File: src/rtl/muldiv_pkg.sv
// Shared encodings for the iterative multiply/divide unit.
package muldiv_pkg;

  localparam logic [1:0] OP_MULT  = 2'b00;
  localparam logic [1:0] OP_MULTU = 2'b01;
  localparam logic [1:0] OP_DIV   = 2'b10;
  localparam logic [1:0] OP_DIVU  = 2'b11;

  // LO value written on divide-by-zero
  localparam logic [31:0] DIV0_LO = 32'hFFFF_FFFF;

  typedef enum logic [1:0] {
    StIdle = 2'b00,
    StRun  = 2'b01,
    StFix  = 2'b10
  } state_e;

endpackage

File: src/rtl/muldiv_if.sv
// Request/result bundle between the issue stage and the multiply/divide unit.
interface muldiv_if #(
  parameter int unsigned WIDTH = 32
);
  logic             start;
  logic [1:0]       op;
  logic [WIDTH-1:0] a;
  logic [WIDTH-1:0] b;
  logic             hi_we;
  logic             lo_we;
  logic [WIDTH-1:0] wdata;
  logic             hilo_sel;
  logic             busy;
  logic             done;
  logic [WIDTH-1:0] hi;
  logic [WIDTH-1:0] lo;
  logic [WIDTH-1:0] rdata;

  modport master (
    output start, op, a, b, hi_we, lo_we, wdata, hilo_sel,
    input  busy, done, hi, lo, rdata
  );

  modport slave (
    input  start, op, a, b, hi_we, lo_we, wdata, hilo_sel,
    output busy, done, hi, lo, rdata
  );
endinterface

File: src/rtl/muldiv_core.sv
// Iterative unsigned datapath: shift-add multiply (LSB first) and restoring
// divide (MSB first), one bit per step.
module muldiv_core #(
  parameter int unsigned WIDTH = 32
) (
  input  logic               clk,
  input  logic               rst,
  input  logic               load,
  input  logic               step,
  input  logic               is_div,
  input  logic [WIDTH-1:0]   opa,
  input  logic [WIDTH-1:0]   opb,
  output logic [2*WIDTH-1:0] prod,
  output logic [WIDTH-1:0]   quot,
  output logic [WIDTH-1:0]   rem,
  output logic               last
);

  localparam int unsigned CntW = $clog2(WIDTH + 1);

  // acc: mult -> {partial product, remaining multiplier}; div -> low half holds
  // the dividend shifting out and quotient bits shifting in.
  logic [2*WIDTH-1:0] acc_q, acc_d;
  logic [WIDTH-1:0]   opnd_q, opnd_d;
  logic [WIDTH:0]     rem_q, rem_d;
  logic               div_q, div_d;
  logic [CntW-1:0]    cnt_q, cnt_d;

  logic [WIDTH:0]     sum;
  logic [WIDTH+1:0]   rem_sh;
  logic [WIDTH+1:0]   diff;

  // Per-iteration step and operand load
  always_comb begin
    acc_d  = acc_q;
    opnd_d = opnd_q;
    rem_d  = rem_q;
    div_d  = div_q;
    cnt_d  = cnt_q;
    sum    = {1'b0, acc_q[2*WIDTH-1:WIDTH]} + (acc_q[0] ? {1'b0, opnd_q} : '0);
    rem_sh = {rem_q, acc_q[WIDTH-1]};
    diff   = rem_sh - {2'b00, opnd_q};
    if (load) begin
      acc_d  = {{WIDTH{1'b0}}, (is_div ? opa : opb)};
      opnd_d = is_div ? opb : opa;
      rem_d  = '0;
      div_d  = is_div;
      cnt_d  = '0;
    end else if (step) begin
      cnt_d = cnt_q + 1'b1;
      if (div_q) begin
        // Borrow out of the trial subtraction means restore
        if (!diff[WIDTH+1]) begin
          rem_d              = diff[WIDTH:0];
          acc_d[WIDTH-1:0]   = {acc_q[WIDTH-2:0], 1'b1};
        end else begin
          rem_d              = rem_sh[WIDTH:0];
          acc_d[WIDTH-1:0]   = {acc_q[WIDTH-2:0], 1'b0};
        end
      end else begin
        acc_d = {sum, acc_q[WIDTH-1:1]};
      end
    end
  end

  // Datapath registers
  always_ff @(posedge clk) begin
    if (rst) begin
      acc_q  <= '0;
      opnd_q <= '0;
      rem_q  <= '0;
      div_q  <= 1'b0;
      cnt_q  <= '0;
    end else begin
      acc_q  <= acc_d;
      opnd_q <= opnd_d;
      rem_q  <= rem_d;
      div_q  <= div_d;
      cnt_q  <= cnt_d;
    end
  end

  assign prod = acc_q;
  assign quot = acc_q[WIDTH-1:0];
  assign rem  = rem_q[WIDTH-1:0];
  assign last = (cnt_q == CntW'(WIDTH - 1));

endmodule

File: src/rtl/muldiv_unit.sv
// Multiply/divide unit with architectural HI/LO: control FSM, sign handling,
// MTHI/MTLO writes and the HI/LO read select.
module muldiv_unit
  import muldiv_pkg::*;
#(
  parameter int unsigned WIDTH = 32
) (
  input logic     clk,
  input logic     rst,
  muldiv_if.slave bus
);

  state_e           state_q, state_d;
  logic [1:0]       op_q, op_d;
  logic             sign_a_q, sign_a_d;
  logic             sign_b_q, sign_b_d;
  logic             b_zero_q, b_zero_d;
  logic [WIDTH-1:0] a_raw_q, a_raw_d;
  logic [WIDTH-1:0] hi_q, hi_d;
  logic [WIDTH-1:0] lo_q, lo_d;
  logic             done_q, done_d;

  logic               load, step, last;
  logic               signed_op, op_is_div;
  logic [WIDTH-1:0]   abs_a, abs_b;
  logic [2*WIDTH-1:0] prod, prod_fix;
  logic [WIDTH-1:0]   quot, rem;

  assign signed_op = (bus.op == OP_MULT) || (bus.op == OP_DIV);
  assign abs_a     = (signed_op && bus.a[WIDTH-1]) ? -bus.a : bus.a;
  assign abs_b     = (signed_op && bus.b[WIDTH-1]) ? -bus.b : bus.b;
  assign op_is_div = (op_q == OP_DIV) || (op_q == OP_DIVU);
  assign prod_fix  = (sign_a_q ^ sign_b_q) ? -prod : prod;

  muldiv_core #(
    .WIDTH (WIDTH)
  ) u_core (
    .clk    (clk),
    .rst    (rst),
    .load   (load),
    .step   (step),
    .is_div (bus.op[1]),
    .opa    (abs_a),
    .opb    (abs_b),
    .prod   (prod),
    .quot   (quot),
    .rem    (rem),
    .last   (last)
  );

  // Next-state, operand capture and HI/LO update
  always_comb begin
    state_d  = state_q;
    op_d     = op_q;
    sign_a_d = sign_a_q;
    sign_b_d = sign_b_q;
    b_zero_d = b_zero_q;
    a_raw_d  = a_raw_q;
    hi_d     = hi_q;
    lo_d     = lo_q;
    done_d   = 1'b0;
    load     = 1'b0;
    step     = 1'b0;
    unique case (state_q)
      StIdle: begin
        if (bus.hi_we) hi_d = bus.wdata;
        if (bus.lo_we) lo_d = bus.wdata;
        if (bus.start) begin
          load     = 1'b1;
          op_d     = bus.op;
          sign_a_d = signed_op & bus.a[WIDTH-1];
          sign_b_d = signed_op & bus.b[WIDTH-1];
          b_zero_d = (bus.b == '0);
          a_raw_d  = bus.a;
          state_d  = StRun;
        end
      end
      StRun: begin
        step = 1'b1;
        if (last) state_d = StFix;
      end
      StFix: begin
        done_d  = 1'b1;
        state_d = StIdle;
        if (op_is_div) begin
          if (b_zero_q) begin
            // Divide by zero returns all-ones quotient and the raw dividend
            lo_d = WIDTH'(DIV0_LO);
            hi_d = a_raw_q;
          end else begin
            lo_d = (sign_a_q ^ sign_b_q) ? -quot : quot;
            hi_d = sign_a_q ? -rem : rem;
          end
        end else begin
          hi_d = prod_fix[2*WIDTH-1:WIDTH];
          lo_d = prod_fix[WIDTH-1:0];
        end
      end
      default: state_d = StIdle;
    endcase
  end

  // Control and architectural registers
  always_ff @(posedge clk) begin
    if (rst) begin
      state_q  <= StIdle;
      op_q     <= OP_MULT;
      sign_a_q <= 1'b0;
      sign_b_q <= 1'b0;
      b_zero_q <= 1'b0;
      a_raw_q  <= '0;
      hi_q     <= '0;
      lo_q     <= '0;
      done_q   <= 1'b0;
    end else begin
      state_q  <= state_d;
      op_q     <= op_d;
      sign_a_q <= sign_a_d;
      sign_b_q <= sign_b_d;
      b_zero_q <= b_zero_d;
      a_raw_q  <= a_raw_d;
      hi_q     <= hi_d;
      lo_q     <= lo_d;
      done_q   <= done_d;
    end
  end

  assign bus.busy  = (state_q != StIdle);
  assign bus.done  = done_q;
  assign bus.hi    = hi_q;
  assign bus.lo    = lo_q;
  assign bus.rdata = bus.hilo_sel ? hi_q : lo_q;

endmodule

File: src/flat_wrapper.sv
// flat-port wrapper written by rule: the top's interface ports become plain ports
module muldiv_unit_flat import muldiv_pkg::*;
#(
  parameter int unsigned WIDTH = 32
)
  (clk, rst, bus_start, bus_op, bus_a, bus_b, bus_hi_we, bus_lo_we, bus_wdata, bus_hilo_sel, bus_busy, bus_done, bus_hi, bus_lo, bus_rdata);
  muldiv_if #(.WIDTH(WIDTH)) bus_i ();
  input logic clk;
  input logic rst;
  input wire logic [$bits(bus_i.start)-1:0] bus_start;
  input wire logic [$bits(bus_i.op)-1:0] bus_op;
  input wire logic [$bits(bus_i.a)-1:0] bus_a;
  input wire logic [$bits(bus_i.b)-1:0] bus_b;
  input wire logic [$bits(bus_i.hi_we)-1:0] bus_hi_we;
  input wire logic [$bits(bus_i.lo_we)-1:0] bus_lo_we;
  input wire logic [$bits(bus_i.wdata)-1:0] bus_wdata;
  input wire logic [$bits(bus_i.hilo_sel)-1:0] bus_hilo_sel;
  output wire logic [$bits(bus_i.busy)-1:0] bus_busy;
  output wire logic [$bits(bus_i.done)-1:0] bus_done;
  output wire logic [$bits(bus_i.hi)-1:0] bus_hi;
  output wire logic [$bits(bus_i.lo)-1:0] bus_lo;
  output wire logic [$bits(bus_i.rdata)-1:0] bus_rdata;
  assign bus_i.start = bus_start;
  assign bus_i.op = bus_op;
  assign bus_i.a = bus_a;
  assign bus_i.b = bus_b;
  assign bus_i.hi_we = bus_hi_we;
  assign bus_i.lo_we = bus_lo_we;
  assign bus_i.wdata = bus_wdata;
  assign bus_i.hilo_sel = bus_hilo_sel;
  assign bus_busy = bus_i.busy;
  assign bus_done = bus_i.done;
  assign bus_hi = bus_i.hi;
  assign bus_lo = bus_i.lo;
  assign bus_rdata = bus_i.rdata;
  muldiv_unit #(.WIDTH(WIDTH)) u_core (.clk(clk), .rst(rst), .bus(bus_i));
endmodule
File: config.mk
export PLATFORM = sky130hd
export DESIGN_NAME = muldiv_unit_flat
export DESIGN_NICKNAME = d
export VERILOG_FILES = /design/src/rtl/muldiv_pkg.sv /design/src/rtl/muldiv_if.sv /design/src/rtl/muldiv_core.sv /design/src/rtl/muldiv_unit.sv /design/src/flat_wrapper.sv
export SDC_FILE = /design/constraint.sdc
export NUM_CORES = 1
export LEC_CHECK = 0
export CORE_MARGIN = 2
export CORE_UTILIZATION = 35
export CTS_CLUSTER_SIZE = 25
export DETAILED_ROUTE_END_ITERATION = 10
export GPL_TIMING_DRIVEN = 0
export PLACE_DENSITY = 0.53
export SETUP_SLACK_MARGIN = 0.4
export SLEW_MARGIN = 10
export SYNTH_ARGS = -nofsm -noshare
export SYNTH_HDL_FRONTEND = slang
export SYNTH_SLANG_ARGS = --single-unit
File: constraint.sdc
create_clock -name clk -period 4.6 [get_ports clk]
set_input_delay 0.92 -clock clk [delete_from_list [all_inputs] [get_ports clk]]
set_output_delay 0.92 -clock clk [all_outputs]
set_load 0.05 [all_outputs]
Word-level counts from Yosys, hierarchy flattened
Index checks and enable logic that the tools add are counted.
Word-level totals
  word-level logic and storage cells: 83
  memory bits (writable): 0
  bits in registers: 240
  input port bits: 104
  ROM bits: 0
  output and inout bits: 98
  memories kept: 0
  bits in latches: 0
Operators by class
  reduce and logical (&&, ||, !) cells: 17
  shifts and indexed selects: 0
  equal/unequal tests: 10
  bitwise operators: 4
  multiplexer cells: 29
  multipliers: 0
  $add $sub $neg: 8
  magnitude comparators: 0
  div/mod/pow operators: 0
Operator list (number)
  $mux W32: 17
  $neg A32 Y32: 4
  $pmux W32 S2: 2
  $mux W64: 1
  $neg A64 Y64: 1
  $sub A34 B32 Y34: 1
  $add A32 B32 Y33: 1
  $mux W33: 1
  $logic_not A32 Y1: 1
  $reduce_and A2 Y1: 6
  $eq A2 B2 Y1 const B: 4
  $ne A2 B2 Y1 const B: 4
  $add A6 B1 Y6 const B: 1
  $eq A6 B5 Y1 const B: 1
  $reduce_bool A2 Y1: 3
  $mux W1: 5
  $logic_not A2 Y1: 2
  $mux W2: 2
  $pmux W2 S2: 1
  $and A1 B1 Y1: 2
  $eq A2 B1 Y1 const B: 1
  $logic_and A1 B1 Y1: 2
  $logic_or A1 B1 Y1: 2
  $reduce_or A2 Y1: 1
  other kinds (2): 2

Longest topological paths before layout
Gate-level depths: netlist (run 1).
  depth after elaboration: 6
  depth in mapped cells: 15
  gate-level depth less buffers: 12

Hierarchy
Synthesis (run 1) repeated with hierarchy kept, for this count alone.
Unflattened totals
  cells, all modules: 2709
  area, all modules: 20297.0 sq um
Modules (own cells, without submodules)
  muldiv_core: seq. area each 2722.6 sq um, cells an instance 1322, area each 10423.7 sq um, times used 1
  muldiv_unit: seq. area each 2062.0 sq um, cells an instance 1387, area each 9873.2 sq um, times used 1

Worst setup path after synthesis (run 1)
Ideal clock, no wire load.
  path type: reg-to-reg
  from: register u_core.u_core.acc_q[0] (netlist: u_core.u_core.prod[0])
  to: register u_core.u_core.acc_q[60] (netlist: u_core.u_core.prod[60])
  buffers on the path: 1
  path slack: 1371 ps
  arrival time: 3144 ps
  clock period less this slack: 3229 ps
  setup time: 86 ps
  required time: 4514 ps
  stages on the path, launching flop included: 14
  cells stage by stage: dfxtp_1 > inv_1 > clkbuf_1 > nor2_1 > ha_1 > a211oi_1 > o211ai_1 > a221oi_1 > nand2_1 > a2111oi_0 > o31a_1 > a21boi_0 > xnor2_1 > a211oi_1
Between the ends
  longest elaborated chain between the ends: 2
Ends and longest elaborated chain
  from (decl): RTL line muldiv_core.sv:23  | logic [2*WIDTH-1:0] acc_q, acc_d;
  from (signal assigned): RTL line muldiv_core.sv:69  | acc_q <= '0;
  from (signal assigned): RTL line muldiv_core.sv:75  | acc_q <= acc_d;
  $mux W32: RTL line muldiv_core.sv:40  | sum = {1'b0, acc_q[2*WIDTH-1:WIDTH]} + (acc_q[0] ? {1'b0, opnd_q} : '0);
  $add A32 B32 Y33: RTL line muldiv_core.sv:40
No other way between the ends.
A chain may end at the register's enable or synchronous reset.

Worst setup path after layout (run 1)
  from: register u_core.u_core.opnd_q[18]
  to: register u_core.u_core.rem_q[4]
Between the ends
  longest elaborated chain between the ends: 2
Ends and longest elaborated chain
  from (decl): RTL line muldiv_core.sv:24  | logic [WIDTH-1:0] opnd_q, opnd_d;
  from (signal assigned): RTL line muldiv_core.sv:76  | opnd_q <= opnd_d;
  $sub A34 B32 Y34: RTL line muldiv_core.sv:42  | diff = rem_sh - {2'b00, opnd_q};
  $mux W33: RTL line muldiv_core.sv:53  | if (!diff[WIDTH+1]) begin
  to (signal assigned): RTL line muldiv_core.sv:77  | rem_q <= rem_d;
  to (decl): RTL line muldiv_core.sv:25  | logic [WIDTH:0] rem_q, rem_d;
No other way between the ends.

==> results of run 1 <==
[timing repair]
item	in CTS	in global routing
endpoints found under the setup margin	5	5
resized for setup	3	1
hold buffers	0	0
[per-layer routing]
metal | GRT usage [%] | vias to the layer above
met5 | 0 | -
met4 | 10.63 | 2
met3 | 4.805 | 149
met2 | 46.09 | 899
met1 | 41.54 | 9459
li1 | - | 9246
[flip-flops by register name, summed over array words and instances, names as in the netlist]
register and count:
u_core.state_q 2, u_core.sign_b_q 1, u_core.b_zero_q 1, u_core.u_core.cnt_q 6
u_core.sign_a_q 1, u_core.u_core.rem_q 33, u_core.a_raw_q 32, u_core.u_core.opnd_q 32
u_core.u_core.div_q 1, u_core.bus.hi 32, u_core.u_core.prod 64, u_core.bus.done 1
u_core.bus.lo 32
[stage by stage]
| step | worst slack [ps] | hold slack, ps | instances | util [%] | area (um2) |
|---|---|---|---|---|---|
| after floorplan | 1371 | 431.2 | 2428 | - | 18020 |
| after global placement | 312.3 | 442.1 | 3307 | 40.84 | 20870 |
| after detailed placement | 243.5 | 446.5 | 3307 | 40.84 | 20870 |
| after CTS | 558.9 | 454.5 | 3360 | 42.75 | 21840 |
| after global routing | 443.4 | 473.6 | 3360 | 42.76 | 21850 |
| final | 634.9 | 450.9 | 3360 | 42.76 | 21850 |
[power by group through the flow]
stage               Sequential [uW]  Combinational (uW)  Clock (uW)
finish                         2320                2020        2380
global route                   2330                2150        2470
CTS                            2320                1980        2400
detailed placement             2360                1970           0
global placement               2360                1960           0
floorplan                      2440                1140           0
[Yosys cell counts, drive strengths merged, types with 4 or more instances]
cell       n
a2111oi    9
a211oi    30
a21boi     5
a21o      24
a21oi    306
a221oi     7
a311oi     8
a31oi     21
a41oi      4
and2      18
and3      16
buf       24
clkbuf   148
dfxtp    238
ha        69
inv       72
mux2      40
mux2i     75
nand2    325
nand2b    17
nand3     41
nand3b     6
nand4     12
nor2     188
nor2b     18
nor3      59
nor3b     10
nor4      22
o211ai    91
o21a      11
o21ai    134
o21bai     8
o221ai    34
o22ai      6
o311ai     5
o31a       5
o31ai     32
o41ai     14
or2       10
or3       22
or4       21
xnor2    101
xor2      89
[final cells by class]
cell class                      count  area, um2  area share [%]
Multi-Input combinational cell   1946      12330           56.44
Clock inverter                      7      82.58          0.3780
Timing Repair Buffer              199       1992           9.118
Sequential cell                   238       4766           21.82
Tap cell                          680      850.8           3.895
Buffer                            172      664.4           3.041
Clock buffer                       46      889.6           4.072
Inverter                           72      270.3           1.237
[worst max-delay path by stage]
stage	startpoint	depth (start not counted)	end
final	u_core.u_core.opnd_q[18]	14	u_core.u_core.rem_q[4]
after global routing	u_core.u_core.opnd_q[8]	14	u_core.u_core.rem_q[4]
after CTS	u_core.u_core.prod[0]	13	u_core.u_core.prod[60]
after detailed placement	u_core.u_core.prod[0]	13	u_core.u_core.prod[60]
after global placement	u_core.u_core.prod[0]	13	u_core.u_core.prod[60]
after floorplan	u_core.u_core.prod[0]	13	u_core.u_core.prod[60]
[worst max-delay path, stage by stage, from the launching register on]
cell and delay, ps:
dfxtp_1 520, inv_1 190, ha_1 380, and2_1 190
nand3_1 100, nor3_1 430, nand2_1 100, and3b_1 290
or4_1 150, and3_1 160, clkbuf_1 180, buf_2 370
buf_2 410, mux2i_1 240, a21oi_1 80
[logic make-up (layout without fill, tap and decap cells)]
logic type,Yosys count,after routing
simple gates,797,797
fa+ha+maj,71,71
mux,115,115
xor+xnor,190,190
compound gates,773,773
flops,238,238
buf+inv,244,496
==> results_dict.tcl, run 1 <==
set metrics [dict create \
    status "completed" \
    final_cell_mix "325 x nand2_1, 305 x a21oi_1, 237 x dfxtp_1, 199 x clkdlybuf4s50_1, 188 x nor2_1" \
    min_period_ps 3965 \
    leakage_uw 0.008036 \
    antenna_cells 0 \
    nNetsFinal 2833 \
    vias 19760 \
    intPower_uw 4263 \
    hold_violations 0 \
    ys_types 77 \
    fin_skew_ps 35.53 \
    rrSetupSlack_ps 630 \
    drc 0 \
    rsz0062_at_grt "no" \
    crit_fanout 10 \
    worstPathArrival_ps 4410 \
    die_area_um2 53320 \
    first_iter_violations 1908 \
    hold_start "u_core.u_core.opnd_q[5]" \
    r2r_start "u_core.u_core.opnd_q[18]" \
    final-setup-viol-count 0 \
    route.met3.wl_mm 6.982 \
    clock.fmax_mhz 252.2 \
    port-buffer-count 199 \
    power.total_uw 6718 \
    synthMuxAreaShare_pct 6.665 \
    drive_gt1_share_pct 4.664 \
    syn_nets 2603 \
    r2r-end "u_core.u_core.rem_q[4]" \
    cap_violations 0 \
    p_sw_uw 2455 \
    clk_pin_slew_ps 60 \
    min_period_over_period_pct 86.20 \
    drt-pass1-iter-count 6 \
    synth.area.top_cells "dfxtp_1 26%, a21oi_1 8.5%, nand2_1 6.8%, xnor2_1 4.9%, ha_1 4.8%" \
    synth-xor-area-share_pct 9.234 \
    reg2reg_depth 14 \
    end_kind "flop" \
    grt_pass1_vias 18230 \
    dp_hpwl_mm 66.88 \
    synth_edf_count 0 \
    area_growth_pct 21.22 \
    syn_area_per_cell_um2 7.423 \
    worst_skew_pair.late_latency_ps 610 \
    synth_seq_cells 238 \
    criticalPathCategory "reg -> reg" \
    finalMaxSlewViolations 0 \
    ys.flop_type "dfxtp_1" \
    highest_layer "met5" \
    synth-adder-area-share_pct 5.012 \
    p_per_area_nw_per_um2 307.5 \
    clock-sinks 238 \
    min_path_cells 2 \
    h-tree-depth 1 \
    worst_pin_slew_ps 1079 \
    post-synth-top-area-cell "dfxtp_1" \
    drt-wirelength-per-cell_um 24.50 \
    die_height_um 230.9 \
    clockBufferDepth 3 \
    synthSimpleGateAreaFrac_pct 20.70 \
    cts_tree "done" \
    gp_congestion 1.006 \
    grt_max_degree 16 \
    seqPwrFrac_pct 34.5 \
    grt_use_total_pct 29.76 \
    synth_compound_area_share_pct 26.78 \
    wl_met1_mm 36.49 \
    antenna_found_initial 4 \
    die_w_um 230.9 \
    grt-ovfl-total 0 \
    syn_area_um2 18020 \
    cp_data_required_time_ps 5040 \
    finalSetupTns_ps 0 \
    ios 202 \
    relSlewSlack_pct 27.15 \
    nFillCells 5351 \
    cts-root-buf "clkbuf_16" \
    numCtsBuffers 29 \
    clockPowerShare_pct 35.4 \
    hp-class "reg -> reg" \
    wl_met2_mm 35.67 \
    ant_nets 0 \
    syn_inst 2428 \
    irDropWorstVdd_v 0.0003424 \
    synth_top_family_by_area "compound AO/OA/AOI/OAI gates" \
    initial_core_util_pct 35.27 \
    switching_share_pct 36.55 \
    yosysWarnings 0 \
    async_flop_share_pct 0 \
    wirelength_mm 82.32 \
    seq_area_frac_synth_pct 26.44 \
    netlist.area_leader.share_pct 26.44 \
    core_um2 51090 \
    vias_per_cell 5.879 \
    p_comb_share_pct 30.0 \
    hold_end "u_core.u_core.opnd_q[5]" \
    post_cts_buffers 0 \
    worstSetupStartpointType "flop" \
    final_common_cell "nand2_1" \
    rows 83 \
    grt_pass1_wl_mm 119.5 \
]
Note: power is estimated with default switching activity, not from simulation.
==> run 2, diff against run 1 <==
CORE_UTILIZATION = 25   (was 35)
PLACE_DENSITY = 0.41   (was 0.53)
==> run 2 against run 1 <==
  * Clock power up 4%
  * Hold slack better by 3.4 ps
  * Combinational power about the same
  * Register-to-register slack better by 30 ps
  * Clock skew down 14 ps
  * Count of clock-buffer cells in the layout down 4
  * Via count down 0.55%
  * Wire length up 10%
  * Non-clock buffer count unchanged
  * Sequential cell count unchanged
  * Power up 2.0%
  * Sequential power about the same
==> results_dict.tcl, run 2 (synthesized netlist as in run 1, its figures left out) <==
set metrics [dict create \
    grt-ovfl-total 0 \
    end_kind "flop" \
    hp-class "reg -> reg" \
    vias_per_cell 5.414 \
    ios 202 \
    gp_congestion 0.9535 \
    grt_pass1_wl_mm 130.3 \
    rsz0062_at_grt "yes" \
    cp_data_required_time_ps 5120 \
    relSlewSlack_pct 28.98 \
    die_w_um 272.5 \
    grt_pass1_vias 18580 \
    fin_skew_ps 21.06 \
    wirelength_mm 90.85 \
    status "completed" \
    die_area_um2 74250 \
    crit_path_max_incr_delay_ps 460 \
    final_cells 3629 \
    final_common_cell "nand2_1" \
    antenna_cells 0 \
    h-tree-depth 1 \
    clockBufferDepth 3 \
    clock.fmax_mhz 254.2 \
    cts-root-buf "clkbuf_16" \
    worstSetupStartpointType "flop" \
    place_inst 3577 \
    grt_max_degree 15 \
    initial_core_util_pct 25.21 \
    antenna_found_initial 4 \
    finalSetupTns_ps 0 \
    nNetsFinal 2835 \
    p_per_area_nw_per_um2 308.3 \
    clk_pin_slew_ps 60 \
    min_period_over_period_pct 85.52 \
    regArea_um2 4765 \
    die_height_um 272.5 \
    nFillCells 7730 \
    grt_use_total_pct 23.56 \
    dp_hpwl_mm 74.02 \
    slowest_stage "o41ai_2" \
    worstPathArrival_ps 4450 \
    worst_skew_pair.late_latency_ps 600 \
    drt-pass1-iter-count 7 \
    port-buffer-count 199 \
    drc 0 \
    final-setup-viol-count 0 \
    numCtsBuffers 31 \
    ant_nets 0 \
    finalMaxSlewViolations 0 \
    cap_violations 0 \
    rows 98 \
    drive_gt1_share_pct 4.741 \
    drt-wirelength-per-cell_um 25.03 \
    core_um2 71490 \
    irDropWorstVdd_v 0.0002828 \
    multiInputGateArea_um2 12350 \
    path_cells "inv_1 -> clkbuf_2 -> ha_1 -> and4b_1 -> clkbuf_1 -> nand3_1 -> o41ai_2 -> xnor2_1 -> o221ai_1 -> a21oi_2 -> a211oi_1 -> nor3_1" \
    area_growth_pct 23.30 \
    post_cts_buffers 0 \
    hold_violations 0 \
    cts_tree "done" \
    worst_pin_slew_ps 1059 \
    first_iter_violations 1825 \
    min_period_ps 3934 \
    clock-sinks 238 \
    crit_fanout 10 \
    final_cell_mix "325 x nand2_1, 304 x a21oi_1, 238 x dfxtp_1, 199 x clkdlybuf4s50_1, 188 x nor2_1" \
    leakage_uw 0.008050 \
    largest_register_ffs 64 \
    vias 19650 \
    criticalPathCategory "reg -> reg" \
]
## run 2: changes by cell type in the layout (fill, tap and decap cells not counted), moves of 2 or more
| cell | before | now |
|---|---|---|
| clkinv_2 | 3 | 6 |
| clkbuf_4 | 0 | 2 |
| clkbuf_16 | 29 | 31 |
| clkbuf_8 | 10 | 6 |
| buf_2 | 5 | 3 |
| clkbuf_1 | 151 | 149 |
## run 2: per-stage QoR
step	total power [uW]	setup WS [ps]	utilization, %	hold slack [ps]	area [um2]
3_5_place_dp	4385	197.6	29.66	445.0	21200
5_1_grt	7120	291.9	31.08	472.1	22220
6_report	6851	666.0	31.08	454.3	22220
2_1_floorplan	3583	1371	-	431.2	18020
3_3_place_gp	4382	239.4	29.66	445.3	21200
4_1_cts	6862	523.8	31.05	454.2	22200
## run 2: repair_timing
item / in CTS / in global routing
resized for setup: 3 / 5
endpoints found under the hold margin: 0 / 0
setup endpoints to repair: 5 / 14
hold buffers: 0 / 0
## run 2: path summary, 6_finish.rpt
| path | from | end | slack (ps) | depth (start not counted) |
|---|---|---|---|---|
| max | u_core.u_core.prod[0] | u_core.bus.hi[26] | 670 | 12 |
| min | u_core.u_core.opnd_q[21] | u_core.u_core.opnd_q[21] | 450 | 2 |
| max reg2reg | u_core.u_core.prod[0] | u_core.bus.hi[26] | 670 | 12 |
| min reg2reg | u_core.u_core.opnd_q[21] | u_core.u_core.opnd_q[21] | 450 | 2 |
## run 2: routing by layer
metal,wire (um),GRT usage [%],vias to the layer above,part of all wire (%)
met5,12,0,-,0.013
met4,2271,5.552,2,2.5
met3,5157,2.566,100,5.7
met2,40290,37.08,660,44
met1,43120,34.24,9653,47
li1,-,-,9232,-
## run 2: power breakdown
| part | switching (uW) | leakage, uW | internal (uW) | total (uW) |
|---|---|---|---|---|
| clock network | 1050 | 0.000491 | 1430 | 2480 |
| registers | 141 | 0.00195 | 2180 | 2320 |
| logic | 1350 | 0.00561 | 702 | 2050 |
## run 2: worst max-delay path, delay by kind of cell (launching register included)
| kind | cells | cell delay [ps] |
|---|---|---|
| compound gates | 4 | 1160 |
| simple gates | 3 | 800 |
| buf+inv | 3 | 780 |
| flops | 1 | 450 |
| fa+ha+maj | 1 | 360 |
| xor+xnor | 1 | 290 |
## run 2: area by class of cell
class,instances,area share [%]
plain buffers,172,3.012
clock buffers,42,3.947
clock inverters,10,0.4842
inverters,72,1.216
multi-input cells,1946,55.59
flip-flops and latches,238,21.44
well taps,950,5.349
repair buffers,199,8.964
==> run 3, diff against run 2 <==
CORE_UTILIZATION = 58   (was 25)
PLACE_DENSITY = 0.81   (was 0.41)
==> run 3 against run 2 <==
  * First-iteration DRC count rose by 68%
  * Clock skew fell by 1.9 ps
  * Setup slack got worse by 55 ps
  * Register-to-register slack barely moved
  * Combinational power fell by 2%
  * Critical path depth fell by 8
  * Critical path type is now in -> out
  * Critical endpoint is now bus_rdata[22]
==> results_dict.tcl, run 3 (synthesized netlist as in run 1, its figures left out) <==
set metrics [dict create \
    final-setup-viol-count 0 \
    slowest_stage "clkdlybuf4s50_1" \
    multiInputGateArea_um2 12330 \
    grt_use_total_pct 43.68 \
    worst_pin_slew_ps 1019 \
    irDropWorstVdd_v 0.0002831 \
    ant_nets 0 \
    worst-path-buf-inv 3 \
    hp-class "reg -> reg" \
    clk_pin_slew_ps 60 \
    worstSetupPathDepth 4 \
    cts-root-buf "clkbuf_16" \
    wirelength_mm 74.87 \
    antenna_found_initial 2 \
    final_area_um2 21440 \
    drt-wirelength-per-cell_um 24.37 \
    die_height_um 180.3 \
    worst_skew_pair.late_latency_ps 550 \
    p_sw_uw 2353 \
    h-tree-depth 1 \
    vias 20600 \
    worstPathArrival_ps 3070 \
    drive_gt1_share_pct 4.636 \
    nNetsFinal 2832 \
    min_period_ps 3989 \
    port-buffer-count 199 \
    rows 64 \
    gp_congestion 1.061 \
    final_common_cell "nand2_1" \
    status "completed" \
    drc 0 \
    cap_violations 0 \
    end_kind "output port" \
    die_area_um2 32500 \
    crit_path_max_incr_delay_ps 710 \
    relSlewSlack_pct 31.23 \
    worstSetupStartpointType "input port" \
    vias_per_cell 6.705 \
    numCtsBuffers 28 \
    area_growth_pct 18.94 \
    fin_ws_ps 610.5 \
    path_cells "clkbuf_1 -> buf_1 -> mux2_2 -> clkdlybuf4s50_1" \
    clock.fmax_mhz 250.7 \
    cp_data_required_time_ps 3680 \
    finalMaxSlewViolations 0 \
    clockPowerShare_pct 34.0 \
    path_delay_family "buffers and inverters" \
    rsz0062_at_grt "no" \
    min_path_cells 2 \
    drt-pass1-iter-count 7 \
    grt-ovfl-total 0 \
    p_per_area_nw_per_um2 305.0 \
    largest_register_ffs 64 \
    p_comb_share_pct 30.5 \
    fin_skew_ps 19.17 \
    regArea_um2 4765 \
    nFillCells 2579 \
    crit_fanout 10 \
    reg2reg_depth 15 \
    core_um2 30590 \
    hold_buffers 0 \
    grt_pass1_vias 18720 \
    initial_core_util_pct 58.92 \
    clockBufferDepth 3 \
    hold_violations 0 \
    min_period_over_period_pct 86.73 \
    switching_share_pct 35.99 \
    first_iter_violations 3065 \
    die_w_um 180.3 \
    grt_max_degree 14 \
    intPower_uw 4185 \
    place_area_um2 20510 \
    ios 202 \
    finalSetupTns_ps 0 \
    grt_pass1_wl_mm 110.9 \
    dp_hpwl_mm 59.60 \
    cts_tree "done" \
    dp_slack_ps 503.2 \
    criticalPathCategory "in -> out" \
    final_cell_mix "325 x nand2_1, 305 x a21oi_1, 238 x dfxtp_1, 199 x clkdlybuf4s50_1, 188 x nor2_1" \
    seqPwrFrac_pct 35.5 \
    leakage_uw 0.008016 \
    clock-sinks 238 \
]
==> run 3: cell types whose count changed in the layout (fill, tap and decap cells not counted), moves of 2 or more <==
cell       before  now
bufinv_16       2    0
buf_2           3    5
clkbuf_16      31   29
clkbuf_4        2    0
clkbuf_8        6   10
clkinv_2        6    4
clkbuf_1      149  146
==> run 3: tightest hold or removal path, cell delays in order, from the launching register on <==
cell and delay, ps:
dfxtp_1 310, nand2_1 50, a21oi_1 50
==> run 3: layer usage <==
metal / up-vias / wire, um / track usage [%]
li1: 9242 / - / -
met1: 9649 / 28760 / 56.34
met2: 1438 / 32520 / 68.82
met3: 267 / 8920 / 9.276
met4: 2 / 4654 / 22.55
met5: - / 13 / 0
==> run 3: per-stage QoR <==
stage | util [%] | hold WS [ps] | total power, uW | std cells
4_1_cts | 70.04 | 455.1 | 6445 | 3071
3_5_place_dp | 67.05 | 446.3 | 4279 | 3023
5_1_grt | 70.07 | 471.8 | 6725 | 3071
2_1_floorplan | - | 431.2 | 3583 | 2428
6_report | 70.08 | 457.2 | 6539 | 3072
3_3_place_gp | 67.05 | 441.7 | 4238 | 3023
==> run 3: area by class of cell <==
class | instances | area share (%)
clock buffer | 42 | 4.080
buffer | 172 | 3.105
sequential | 238 | 22.23
antenna | 1 | 0.01167
tap | 396 | 2.311
clock inverter | 6 | 0.1868
inverter | 72 | 1.261
multi-input combinational | 1946 | 57.52
timing repair buffer | 199 | 9.293
==> run 3: power by group through the flow <==
| stage | clock network, uW | logic, uW | registers [uW] |
|---|---|---|---|
| floorplan | 0 | 1140 | 2440 |
| global placement | 0 | 1890 | 2350 |
| detailed placement | 0 | 1920 | 2360 |
| CTS | 2200 | 1930 | 2310 |
| global route | 2290 | 2110 | 2330 |
| finish | 2220 | 2000 | 2320 |
==> run 3: final timing paths <==
kind,startpoint,end,slack [ps]
max reg2reg,u_core.u_core.opnd_q[14],u_core.u_core.rem_q[3],680
min reg2reg,u_core.a_raw_q[22],u_core.a_raw_q[22],460
min,u_core.a_raw_q[22],u_core.a_raw_q[22],460
max,bus_hilo_sel,bus_rdata[22],610
==> run 3: what timing repair did <==
item                       4_1_cts  5_1_grt
gates resized for setup          0        6
setup buffers                    0        0
setup endpoints to repair        0        6
